$ cat src/rtl/midi_msg_parser_pkg.sv
// Shared constants for the MIDI parser: message types, status nibbles,
// parser state encoding and the special byte values the parser reacts to.
package midi_pkg;

  localparam logic [2:0] MSG_NONE        = 3'd0;
  localparam logic [2:0] MSG_NOTE_OFF    = 3'd1;
  localparam logic [2:0] MSG_NOTE_ON     = 3'd2;
  localparam logic [2:0] MSG_CTRL_CHANGE = 3'd3;
  localparam logic [2:0] MSG_PROG_CHANGE = 3'd4;
  localparam logic [2:0] MSG_PITCH_BEND  = 3'd5;

  localparam logic [3:0] NIB_NOTE_OFF = 4'h8;
  localparam logic [3:0] NIB_NOTE_ON  = 4'h9;
  localparam logic [3:0] NIB_POLY_AT  = 4'hA;
  localparam logic [3:0] NIB_CTRL     = 4'hB;
  localparam logic [3:0] NIB_PROG     = 4'hC;
  localparam logic [3:0] NIB_CHAN_AT  = 4'hD;
  localparam logic [3:0] NIB_BEND     = 4'hE;

  localparam logic [7:0] RT_THRESH   = 8'hF8;
  localparam logic [7:0] SYSEX_START = 8'hF0;
  localparam logic [7:0] SYSEX_END   = 8'hF7;

  typedef enum logic [1:0] {
    ST_NO_STATUS = 2'd0,
    ST_DATA1     = 2'd1,
    ST_DATA2     = 2'd2,
    ST_SYSEX     = 2'd3
  } state_t;

endpackage

$ cat src/rtl/midi_msg_parser_if.sv
// Byte-in / message-out bundle of the MIDI parser, plus the parser state for observation.
// Both directions are plain one-cycle strobes with no backpressure: a byte is taken on
// every cycle i_RX_DV is high, and o_Msg_DV / o_Err are single-cycle pulses.
interface midi_msg_parser_if;
  import midi_pkg::*;

  logic       i_RX_DV;
  logic [7:0] i_RX_Byte;
  logic       o_Msg_DV;
  logic [2:0] o_Msg_Type;
  logic [3:0] o_Channel;
  logic [6:0] o_Data1;
  logic [6:0] o_Data2;
  logic       o_Err;
  state_t     o_State;

  modport master (
    output i_RX_DV, i_RX_Byte,
    input  o_Msg_DV, o_Msg_Type, o_Channel, o_Data1, o_Data2, o_Err, o_State
  );

  modport slave (
    input  i_RX_DV, i_RX_Byte,
    output o_Msg_DV, o_Msg_Type, o_Channel, o_Data1, o_Data2, o_Err, o_State
  );

endinterface

$ cat src/rtl/midi_msg_parser_status_decode.sv
// Maps a channel status nibble to its data byte count, message type and whether
// a completed message of that kind is forwarded downstream.
module midi_status_decode
  import midi_pkg::*;
(
  input  logic [3:0] i_Nibble,
  output logic       o_Two_Bytes,
  output logic [2:0] o_Msg_Type,
  output logic       o_Emit
);

  always_comb begin
    o_Two_Bytes = 1'b1;
    o_Msg_Type  = MSG_NONE;
    o_Emit      = 1'b0;
    case (i_Nibble)
      NIB_NOTE_OFF: begin o_Msg_Type = MSG_NOTE_OFF;    o_Emit = 1'b1; end
      // NOTE_ON with zero velocity is turned into NOTE_OFF by the parser.
      NIB_NOTE_ON:  begin o_Msg_Type = MSG_NOTE_ON;     o_Emit = 1'b1; end
      NIB_POLY_AT:  begin o_Msg_Type = MSG_NONE;        o_Emit = 1'b0; end
      NIB_CTRL:     begin o_Msg_Type = MSG_CTRL_CHANGE; o_Emit = 1'b1; end
      NIB_PROG:     begin o_Msg_Type = MSG_PROG_CHANGE; o_Emit = 1'b1; o_Two_Bytes = 1'b0; end
      NIB_CHAN_AT:  begin o_Msg_Type = MSG_NONE;        o_Emit = 1'b0; o_Two_Bytes = 1'b0; end
      NIB_BEND:     begin o_Msg_Type = MSG_PITCH_BEND;  o_Emit = 1'b1; end
      default:      begin o_Msg_Type = MSG_NONE;        o_Emit = 1'b0; end
    endcase
  end

endmodule

$ cat src/rtl/midi_msg_parser.sv
// MIDI byte-stream parser with running status, real-time passthrough and SysEx discard.
// Define MIDI_CHANNEL_FILTER_EN to emit only messages on channel CHANNEL (omni otherwise).
module midi_msg_parser
  import midi_pkg::*;
#(
  parameter logic [3:0] CHANNEL = 4'd0
) (
  input  logic               i_Clk,
  input  logic               i_Rst,
  midi_msg_parser_if.slave   bus
);

`ifdef MIDI_CHANNEL_FILTER_EN
  localparam bit FILTER_EN = 1'b1;
`else
  localparam bit FILTER_EN = 1'b0;
`endif

  state_t     r_State;
  logic [7:0] r_Status;
  logic [6:0] r_Data1;
  logic       r_Msg_DV;
  logic [2:0] r_Msg_Type;
  logic [3:0] r_Channel;
  logic [6:0] r_Out_D1;
  logic [6:0] r_Out_D2;
  logic       r_Err;

  logic [7:0] w_Byte;
  logic       w_Real_Time;
  logic       w_Chan_Status;
  logic       w_Two_Bytes;
  logic [2:0] w_Dec_Type;
  logic       w_Emit;
  logic       w_Chan_Ok;
  logic [6:0] w_Out_D1;
  logic [6:0] w_Out_D2;
  logic [2:0] w_Out_Type;

  assign w_Byte        = bus.i_RX_Byte;
  assign w_Real_Time   = (w_Byte >= RT_THRESH);
  assign w_Chan_Status = w_Byte[7] && (w_Byte < SYSEX_START);
  assign w_Chan_Ok     = !FILTER_EN || (r_Status[3:0] == CHANNEL);

  midi_status_decode u_decode (
    .i_Nibble    (r_Status[7:4]),
    .o_Two_Bytes (w_Two_Bytes),
    .o_Msg_Type  (w_Dec_Type),
    .o_Emit      (w_Emit)
  );

  // Fields of the message completed by the current data byte, if it completes one.
  always_comb begin
    w_Out_D1   = (r_State == ST_DATA2) ? r_Data1 : w_Byte[6:0];
    w_Out_D2   = (r_State == ST_DATA2) ? w_Byte[6:0] : 7'd0;
    w_Out_Type = w_Dec_Type;
    if (w_Dec_Type == MSG_NOTE_ON && w_Out_D2 == 7'd0) w_Out_Type = MSG_NOTE_OFF;
  end

  always_ff @(posedge i_Clk or posedge i_Rst) begin
    if (i_Rst) begin
      r_State    <= ST_NO_STATUS;
      r_Status   <= 8'd0;
      r_Data1    <= 7'd0;
      r_Msg_DV   <= 1'b0;
      r_Msg_Type <= MSG_NONE;
      r_Channel  <= 4'd0;
      r_Out_D1   <= 7'd0;
      r_Out_D2   <= 7'd0;
      r_Err      <= 1'b0;
    end else begin
      r_Msg_DV <= 1'b0;
      r_Err    <= 1'b0;
      if (bus.i_RX_DV && !w_Real_Time) begin
        if (w_Byte[7]) begin
          if (w_Chan_Status) begin
            r_Status <= w_Byte;
            r_State  <= ST_DATA1;
          end else begin
            r_Status <= 8'd0;
            r_State  <= (w_Byte == SYSEX_START) ? ST_SYSEX : ST_NO_STATUS;
          end
        end else begin
          case (r_State)
            ST_NO_STATUS: r_Err <= 1'b1;
            ST_SYSEX:     r_State <= ST_SYSEX;
            ST_DATA1, ST_DATA2: begin
              if (r_State == ST_DATA1) r_Data1 <= w_Byte[6:0];
              if (r_State == ST_DATA1 && w_Two_Bytes) begin
                r_State <= ST_DATA2;
              end else begin
                // Stay ready for running-status data after every completed message.
                r_State <= ST_DATA1;
                if (w_Emit && w_Chan_Ok) begin
                  r_Msg_DV   <= 1'b1;
                  r_Msg_Type <= w_Out_Type;
                  r_Channel  <= r_Status[3:0];
                  r_Out_D1   <= w_Out_D1;
                  r_Out_D2   <= w_Out_D2;
                end
              end
            end
            default: r_State <= ST_NO_STATUS;
          endcase
        end
      end
    end
  end

  assign bus.o_Msg_DV   = r_Msg_DV;
  assign bus.o_Msg_Type = r_Msg_Type;
  assign bus.o_Channel  = r_Channel;
  assign bus.o_Data1    = r_Out_D1;
  assign bus.o_Data2    = r_Out_D2;
  assign bus.o_Err      = r_Err;
  assign bus.o_State    = r_State;

endmodule

$ cat src/flat_wrapper.sv
// flat-port wrapper written by rule: the top's interface ports become plain ports
module midi_msg_parser_flat import midi_pkg::*;
#(
  parameter logic [3:0] CHANNEL = 4'd0
)
  (i_Clk, i_Rst, bus_i_RX_DV, bus_i_RX_Byte, bus_o_Msg_DV, bus_o_Msg_Type, bus_o_Channel, bus_o_Data1, bus_o_Data2, bus_o_Err, bus_o_State);
  midi_msg_parser_if bus_i ();
  input  logic i_Clk;
  input  logic i_Rst;
  input wire logic [$bits(bus_i.i_RX_DV)-1:0] bus_i_RX_DV;
  input wire logic [$bits(bus_i.i_RX_Byte)-1:0] bus_i_RX_Byte;
  output wire logic [$bits(bus_i.o_Msg_DV)-1:0] bus_o_Msg_DV;
  output wire logic [$bits(bus_i.o_Msg_Type)-1:0] bus_o_Msg_Type;
  output wire logic [$bits(bus_i.o_Channel)-1:0] bus_o_Channel;
  output wire logic [$bits(bus_i.o_Data1)-1:0] bus_o_Data1;
  output wire logic [$bits(bus_i.o_Data2)-1:0] bus_o_Data2;
  output wire logic [$bits(bus_i.o_Err)-1:0] bus_o_Err;
  output wire logic [$bits(bus_i.o_State)-1:0] bus_o_State;
  assign bus_i.i_RX_DV = bus_i_RX_DV;
  assign bus_i.i_RX_Byte = bus_i_RX_Byte;
  assign bus_o_Msg_DV = bus_i.o_Msg_DV;
  assign bus_o_Msg_Type = bus_i.o_Msg_Type;
  assign bus_o_Channel = bus_i.o_Channel;
  assign bus_o_Data1 = bus_i.o_Data1;
  assign bus_o_Data2 = bus_i.o_Data2;
  assign bus_o_Err = bus_i.o_Err;
  assign bus_o_State = bus_i.o_State;
  midi_msg_parser #(.CHANNEL(CHANNEL)) u_core (.i_Clk(i_Clk), .i_Rst(i_Rst), .bus(bus_i));
endmodule
$ cat config.mk
export PLATFORM = sky130hd
export DESIGN_NAME = midi_msg_parser_flat
export DESIGN_NICKNAME = d
export VERILOG_FILES = /design/src/rtl/midi_msg_parser_pkg.sv /design/src/rtl/midi_msg_parser_if.sv /design/src/rtl/midi_msg_parser_status_decode.sv /design/src/rtl/midi_msg_parser.sv /design/src/flat_wrapper.sv
export SDC_FILE = /design/constraint.sdc
export NUM_CORES = 1
export LEC_CHECK = 0
export BUFFER_PORTS_ARGS = -buffer_cell sky130_fd_sc_hd__buf_2
export CAP_MARGIN = 10
export CORE_ASPECT_RATIO = 0.6
export CORE_MARGIN = 2
export CORE_UTILIZATION = 50
export DETAILED_ROUTE_END_ITERATION = 12
export PLACE_DENSITY_LB_ADDON = 0.15
export SLEW_MARGIN = 20
export SYNTH_ARGS = -nofsm -noshare
export SYNTH_HDL_FRONTEND = slang
export SYNTH_SLANG_ARGS = --single-unit
$ cat constraint.sdc
create_clock -name i_Clk -period 3.4 [get_ports i_Clk]
set_input_delay 0.34 -clock i_Clk [delete_from_list [all_inputs] [get_ports i_Clk]]
set_output_delay 0.34 -clock i_Clk [all_outputs]
set_load 0.1 [all_outputs]
# [Word level (Yosys, flattened, before mapping)]
# Cells that the tools add are included.
[word_totals] reg_bits=40 latchBits=0 mem_bits_rw=0 romBits=0 in_bits=11 out_inout_bits=25 wordCells=59 n_memories=0
[op_classes] n_addsub=0 multipliers=0 div_mod_pow=0 order_cmp=2 eq_ne=11 shift=0 mux=20 bitwise=2 n_reduce_logical=15
[op_table] operator="$eq A4 B4 Y1 const B" count=6
[op_table] operator="$pmux W3 S5" count=1
[op_table] operator="$mux W7" count=2
[op_table] operator="$mux W1" count=10
[op_table] operator="$eq A8 B8 Y1 const B" count=1
[op_table] operator="$ge A8 B8 Y1 const B" count=1
[op_table] operator="$lt A8 B8 Y1 const B" count=1
[op_table] operator="$mux W2" count=4
[op_table] operator="$mux W8" count=1
[op_table] operator="$logic_not A7 Y1" count=1
[op_table] operator="$reduce_and A5 Y1" count=1
[op_table] operator="$reduce_or A5 Y1" count=1
[op_table] operator="$eq A2 B2 Y1 const B" count=2
[op_table] operator="$logic_and A1 B1 Y1" count=4
[op_table] operator="$pmux W2 S2" count=1
[op_table] operator="$reduce_and A2 Y1" count=2
[op_table] operator="$reduce_and A4 Y1" count=1
[op_table] operator="$reduce_or A2 Y1" count=2
[op_table] operator="$eq A3 B2 Y1 const B" count=1
[op_table] operator="$mux W3" count=1
[op_table] operator="$reduce_bool A3 Y1" count=1
[op_table] operator="$eq A2 B1 Y1 const B" count=1
[op_table] operator="$logic_not A2 Y1" count=1
[op_table] operator="$not A1 Y1" count=2
[op_table] operator="$logic_not A1 Y1" count=1

# [Longest topological paths before layout]
[depth] depth_word=8 mapped_depth=8 depth_no_buf=7

# [By module]
# A second synthesis with hierarchy kept.
[unflattened] hier_cells=160 hier_area_um2=1888.1
[by_module_without_submodules] mod="midi_msg_parser" n_inst=1 cells_each=150 area_per_inst_um2=1816.7 seq_area_each_um2=1001.0
[by_module_without_submodules] mod="midi_status_decode" n_inst=1 cells_each=10 area_per_inst_um2=71.3 seq_area_each_um2=0.0

# [Worst setup path after synthesis]
# OpenSTA, ideal clock, no wires.
[synth_path] path_type="flip-flop to flip-flop" start="register u_core.r_State[1], in the netlist u_core.bus.o_State[1]" end="register u_core.r_Out_D1[4], in the netlist u_core.bus.o_Data1[4]" setup_ns=0.122 arrival_time_ns=2.421 required_ns=3.278 slack_ns=0.857 path_stages_with_launch=9 path_buffers=2 synth_period_minus_slack_ns=2.543 cell_sequence="dfrtp_1 -> inv_1 -> ha_1 -> mux2_1 -> a2111o_1 -> buf_6 -> buf_6 -> nand2_1 -> o21ai_2"
[synth_via] elab_chain_cells=4 word_cells_on_any_way=7 cone_classes="2 x eq/ne; 1 x mux; 1 x bitwise; 3 x reduce/logical"
[synth_rtl] element="start: declaration" line_no="midi_msg_parser.sv:19" text="state_t r_State;"
[synth_rtl] element="start signal: assignment" line_no="midi_msg_parser.sv:81" text="r_State <= (w_Byte == SYSEX_START) ? ST_SYSEX : ST_NO_STATUS;"
[synth_rtl] element="$eq A2 B1 Y1" line_no="midi_msg_parser.sv:84, midi_msg_parser.sv:89"
[synth_rtl] element="$logic_and A1 B1 Y1" line_no="midi_msg_parser.sv:89" text="if (r_State == ST_DATA1 && w_Two_Bytes) begin"
[synth_rtl] element="$not A1 Y1 (no source line)"
[synth_rtl] element="$reduce_and A5 Y1 (no source line)"
[synth_rtl] element="end signal: assignment" line_no="midi_msg_parser.sv:98" text="r_Out_D1 <= w_Out_D1;"
[synth_rtl] element="end: declaration" line_no="midi_msg_parser.sv:25" text="logic [6:0] r_Out_D1;"
# Several ways; a longest one is shown, not always the timed one.
# A chain may end at the register's enable or synchronous reset.

# [Final worst setup path]
[layout_path] start="register u_core.r_State[1], in the netlist u_core.bus.o_State[1]" end="register u_core.r_Out_D2[2], in the netlist u_core.bus.o_Data2[2]"
[layout_via] elab_chain_cells=4 word_cells_on_any_way=7 cone_classes="2 x eq/ne; 1 x mux; 1 x bitwise; 3 x reduce/logical"
[layout_rtl] element="$eq A2 B1 Y1" line_no="midi_msg_parser.sv:84, midi_msg_parser.sv:89"
[layout_rtl] element="$logic_and A1 B1 Y1" line_no="midi_msg_parser.sv:89"
[layout_rtl] element="$not A1 Y1 (no source line)"
[layout_rtl] element="$reduce_and A5 Y1 (no source line)"
[layout_rtl] element="end signal: assignment" line_no="midi_msg_parser.sv:99" text="r_Out_D2 <= w_Out_D2;"
[layout_rtl] element="end: declaration" line_no="midi_msg_parser.sv:26" text="logic [6:0] r_Out_D2;"
# Several ways; a longest one is shown, not always the timed one.

==> results.py <==
metrics = {
    "outcome": {
        "status": "finished clean",
    },
    "place": {
        "placed_cells": 250,
        "dpl.hpwl_mm": 2.707,
        "gpl.final_weighted_congestion": 0.9689,
        "port_buffers": 35,
        "place_worst_setup_slack_ns": 0.9936,
    },
    "synth": {
        "synth-compound-area-share": 0.1389,
        "ys_seq_elements": 40,
        "synth_edf_count": 0,
        "synth_ff_type": "sky130_fd_sc_hd__dfrtp_1",
        "synthMostInstantiatedCell": "sky130_fd_sc_hd__dfrtp_1",
        "syn-mean-instance-area_um2": 10.62,
        "area_leader_netlist": "sky130_fd_sc_hd__dfrtp_1",
        "synth_top_family_by_area": "compound AO/OA/AOI/OAI gates",
        "synth_commonest_cells": "sky130_fd_sc_hd__dfrtp_1 (40), sky130_fd_sc_hd__nand2_1 (31), sky130_fd_sc_hd__nand3_1 (15)",
        "synth_area_um2": 1838,
        "synth-xor-area-share": 0.004765,
        "post_synth_mux_area_share": 0.08713,
        "ys.warnings.count": 0,
        "synth_cell_type_count": 32,
        "synth.yosys.seq_area_share": 0.5446,
        "synth_top_area_frac": 0.5446,
        "largest_cells_by_area_after_synthesis": "sky130_fd_sc_hd__dfrtp_1 (54%), sky130_fd_sc_hd__nand2_1 (6.3%), sky130_fd_sc_hd__o21ai_2 (5.2%)",
        "syn_nets": 188,
        "synth_instances": 173,
        "area_share_of_fa_ha_maj_cells_after_synthesis": 0.02723,
        "yosys.area_share.simple": 0.1389,
        "asyncSetResetFlopFracSynth": 1.000,
    },
    "routing": {
        "via_count": 1403,
        "wirelength_mm": 3.840,
        "viasPerCell": 5.438,
        "detail_route.iter0.violations": 90,
        "detailedRoute.firstPassIterationCount": 5,
        "wire_per_inst_um": 14.88,
        "drc_errors": 0,
        "ant_nets": 0,
    },
    "timing": {
        "finalSetupViolCount": 0,
        "timing.max_slew.rel_slack": 0.4689,
        "hold_violations": 0,
        "final_period_minus_worst_setup_slack_ns": 2.410,
        "grt_setup_unrepaired": "false",
        "timing.final.ws_setup_ns": 0.9905,
        "finalClockSkew_ns": 0.005078,
        "period_share": 0.7087,
        "fin_tns_setup_ns": 0,
        "slew_of_the_pin_with_the_lowest_slew_margin_ns": 0.7958,
        "maxSlewViolCount": 0,
        "achievable-frequency_mhz": 415.0,
        "worst_hold_slack_ns": 0.1914,
    },
    "grt": {
        "globalRouteMet1Util": 0.2921,
        "track_usage": 0.2007,
        "grt_pass1_vias": 1307,
        "grt_pass1_wl_mm": 6.210,
        "number_of_antenna_violations_at_the_first_check_in_global_routing": 0,
        "grt_overflow_total": 0,
        "grt_use_met3": 0.04770,
        "top_usage_layer": "met1",
        "grt_max_degree": 22,
        "global_route.usage.met2": 0.2876,
    },
    "final_layout": {
        "nFillCells": 320,
        "n_antenna_cell": 0,
        "final_layout_size_suffix_gt1_frac": 0.2986,
        "final-instance-count-excl-fill": 258,
        "nets": 225,
        "syn_to_final_growth_pct": 15.79,
    },
    "worst_setup_path": {
        "worstSetupStartpointType": "flop",
        "worst_setup_path_end_kind": "flop",
        "rr_endpoint": "u_core.bus.o_Data2[2]$_DFFE_PP0P_",
        "worstPathCellList": "inv_1, ha_1, mux2_1, a2111o_1, buf_4, inv_4, nand3_1, nand2_1",
        "cp_data_arrival_time_ns": 2.63,
        "critPathMaxStageDelay_ns": 0.68,
        "cp_data_required_time_ns": 3.62,
        "cp_slowest_cell": "sky130_fd_sc_hd__a2111o_1",
        "critical_path.max_fanout": 19,
        "ff2ff_setup_slack_ns": 0.99,
        "regToRegStartpoint": "u_core.bus.o_State[1]$_DFFE_PP0P_",
        "r2r.worst_path.cells": 8,
        "critPathKind": "reg -> reg",
    },
    "die": {
        "ios": 36,
        "die_y_um": 50.97,
        "std_cell_rows": 17,
        "die_width_um": 82.28,
        "initial_utilization": 0.5113,
        "coreArea_um2": 3595,
        "die-area_um2": 4193,
    },
    "clocking": {
        "htree_levels": 2,
        "cell_chosen_for_the_clock_root": "sky130_fd_sc_hd__clkbuf_8",
        "post-cts-setup-buffers": 0,
        "cts.sinks": 40,
        "cts_tree": "yes",
        "post_cts.resized_instances": 0,
        "insertion_delay_ns": 0.29,
        "cts_buffers": 5,
        "clkTransAtPathRegs_ns": 0.08,
        "cts_hold_buf": 0,
        "max-clock-path-buffers": 2,
    },
    "flow_run": {
        "max-cap-violations": 0,
    },
    "worst_hold_path": {
        "holdCritPathClass": "in -> async",
    },
}
-- flip-flops by register name, summed over array words and instances, names as in the netlist --
register,cells
u_core.r_Status,8
u_core.bus.o_Err,1
u_core.bus.o_Channel,4
u_core.bus.o_State,2
u_core.r_Data1,7
u_core.bus.o_Data2,7
u_core.bus.o_Data1,7
u_core.bus.o_Msg_Type,3
u_core.bus.o_Msg_DV,1
-- per-stage QoR --
step	utilization	instance area, µm²
after floorplan	-	1838
after global placement	0.5649	2031
after detailed placement	0.5649	2031
after CTS	0.5900	2121
after global routing	0.5921	2128
final	0.5921	2128
-- critical path: cells and delay by family, from the launching register on --
family                   cells  cell delay, ns
multiplexers                 1            0.30
adder cells (fa/ha/maj)      1            0.22
AO/OA/AOI/OAI                1            0.68
AND/OR/NAND/NOR              2            0.20
flip-flops                   1            0.41
buffers and inverters        3            0.53
-- cell usage in the layout, fill, tap and decap left out, types with 2 or more instances in the layout --
master	netlist	routed
sky130_fd_sc_hd__buf_2	0	35
sky130_fd_sc_hd__clkbuf_8	0	6
sky130_fd_sc_hd__nand3_1	15	15
sky130_fd_sc_hd__clkbuf_1	3	2
sky130_fd_sc_hd__buf_4	0	2
sky130_fd_sc_hd__mux2i_1	7	7
sky130_fd_sc_hd__mux2_2	7	7
sky130_fd_sc_hd__o21ai_2	11	11
sky130_fd_sc_hd__o21ai_0	10	10
sky130_fd_sc_hd__inv_1	12	12
sky130_fd_sc_hd__nor2_1	4	4
sky130_fd_sc_hd__a21oi_1	5	5
sky130_fd_sc_hd__o31ai_1	2	2
sky130_fd_sc_hd__ha_1	4	4
sky130_fd_sc_hd__dfrtp_1	40	40
sky130_fd_sc_hd__nand2_1	31	31
-- cell type report --
class	count	area, µm²	area share
clock buffer	8	90.09	0.04233
multi-input combinational	113	737.0	0.3463
timing repair buffer	37	190.2	0.08936
inverter	13	51.30	0.02410
sequential	40	1001	0.4703
tap	47	58.81	0.02763
-- cells by family (layout without fill, tap and decap cells) --
kind of cell / Yosys count / after routing
multiplexers: 15 / 15
AO/OA/AOI/OAI: 36 / 36
XOR/XNOR: 1 / 1
adder cells (fa/ha/maj): 4 / 4
buffers and inverters: 20 / 58
AND/OR/NAND/NOR: 57 / 57
flip-flops: 40 / 40
-- metal layers --
layer / routed length (µm) / vias up
met5: 0 / -
met4: 42 / 0
met3: 205 / 5
met2: 1682 / 47
met1: 1910 / 674
li1: - / 677
-- how the worst max path moves through the flow --
| stage | to | startpoint | cells after the start | slack [ns] |
|---|---|---|---|---|
| 5_1_grt | u_core.bus.o_Data2[6]$_DFFE_PP0P_ | u_core.bus.o_State[1]$_DFFE_PP0P_ | 8 | 0.81 |
| 3_5_place_dp | u_core.bus.o_Data2[2]$_DFFE_PP0P_ | u_core.bus.o_State[1]$_DFFE_PP0P_ | 8 | 0.99 |
| 6_report | u_core.bus.o_Data2[2]$_DFFE_PP0P_ | u_core.bus.o_State[1]$_DFFE_PP0P_ | 8 | 0.99 |
| 2_1_floorplan | u_core.bus.o_Data1[4]$_DFFE_PP0P_ | u_core.bus.o_State[1]$_DFFE_PP0P_ | 8 | 0.86 |
| 4_1_cts | u_core.bus.o_Data2[2]$_DFFE_PP0P_ | u_core.bus.o_State[1]$_DFFE_PP0P_ | 8 | 0.98 |
| 3_3_place_gp | u_core.bus.o_Data2[6]$_DFFE_PP0P_ | u_core.bus.o_State[1]$_DFFE_PP0P_ | 8 | 1.10 |
Power is not shown: default switching activity piles up to over one toggle a cycle in this logic, so the estimate is an artifact.
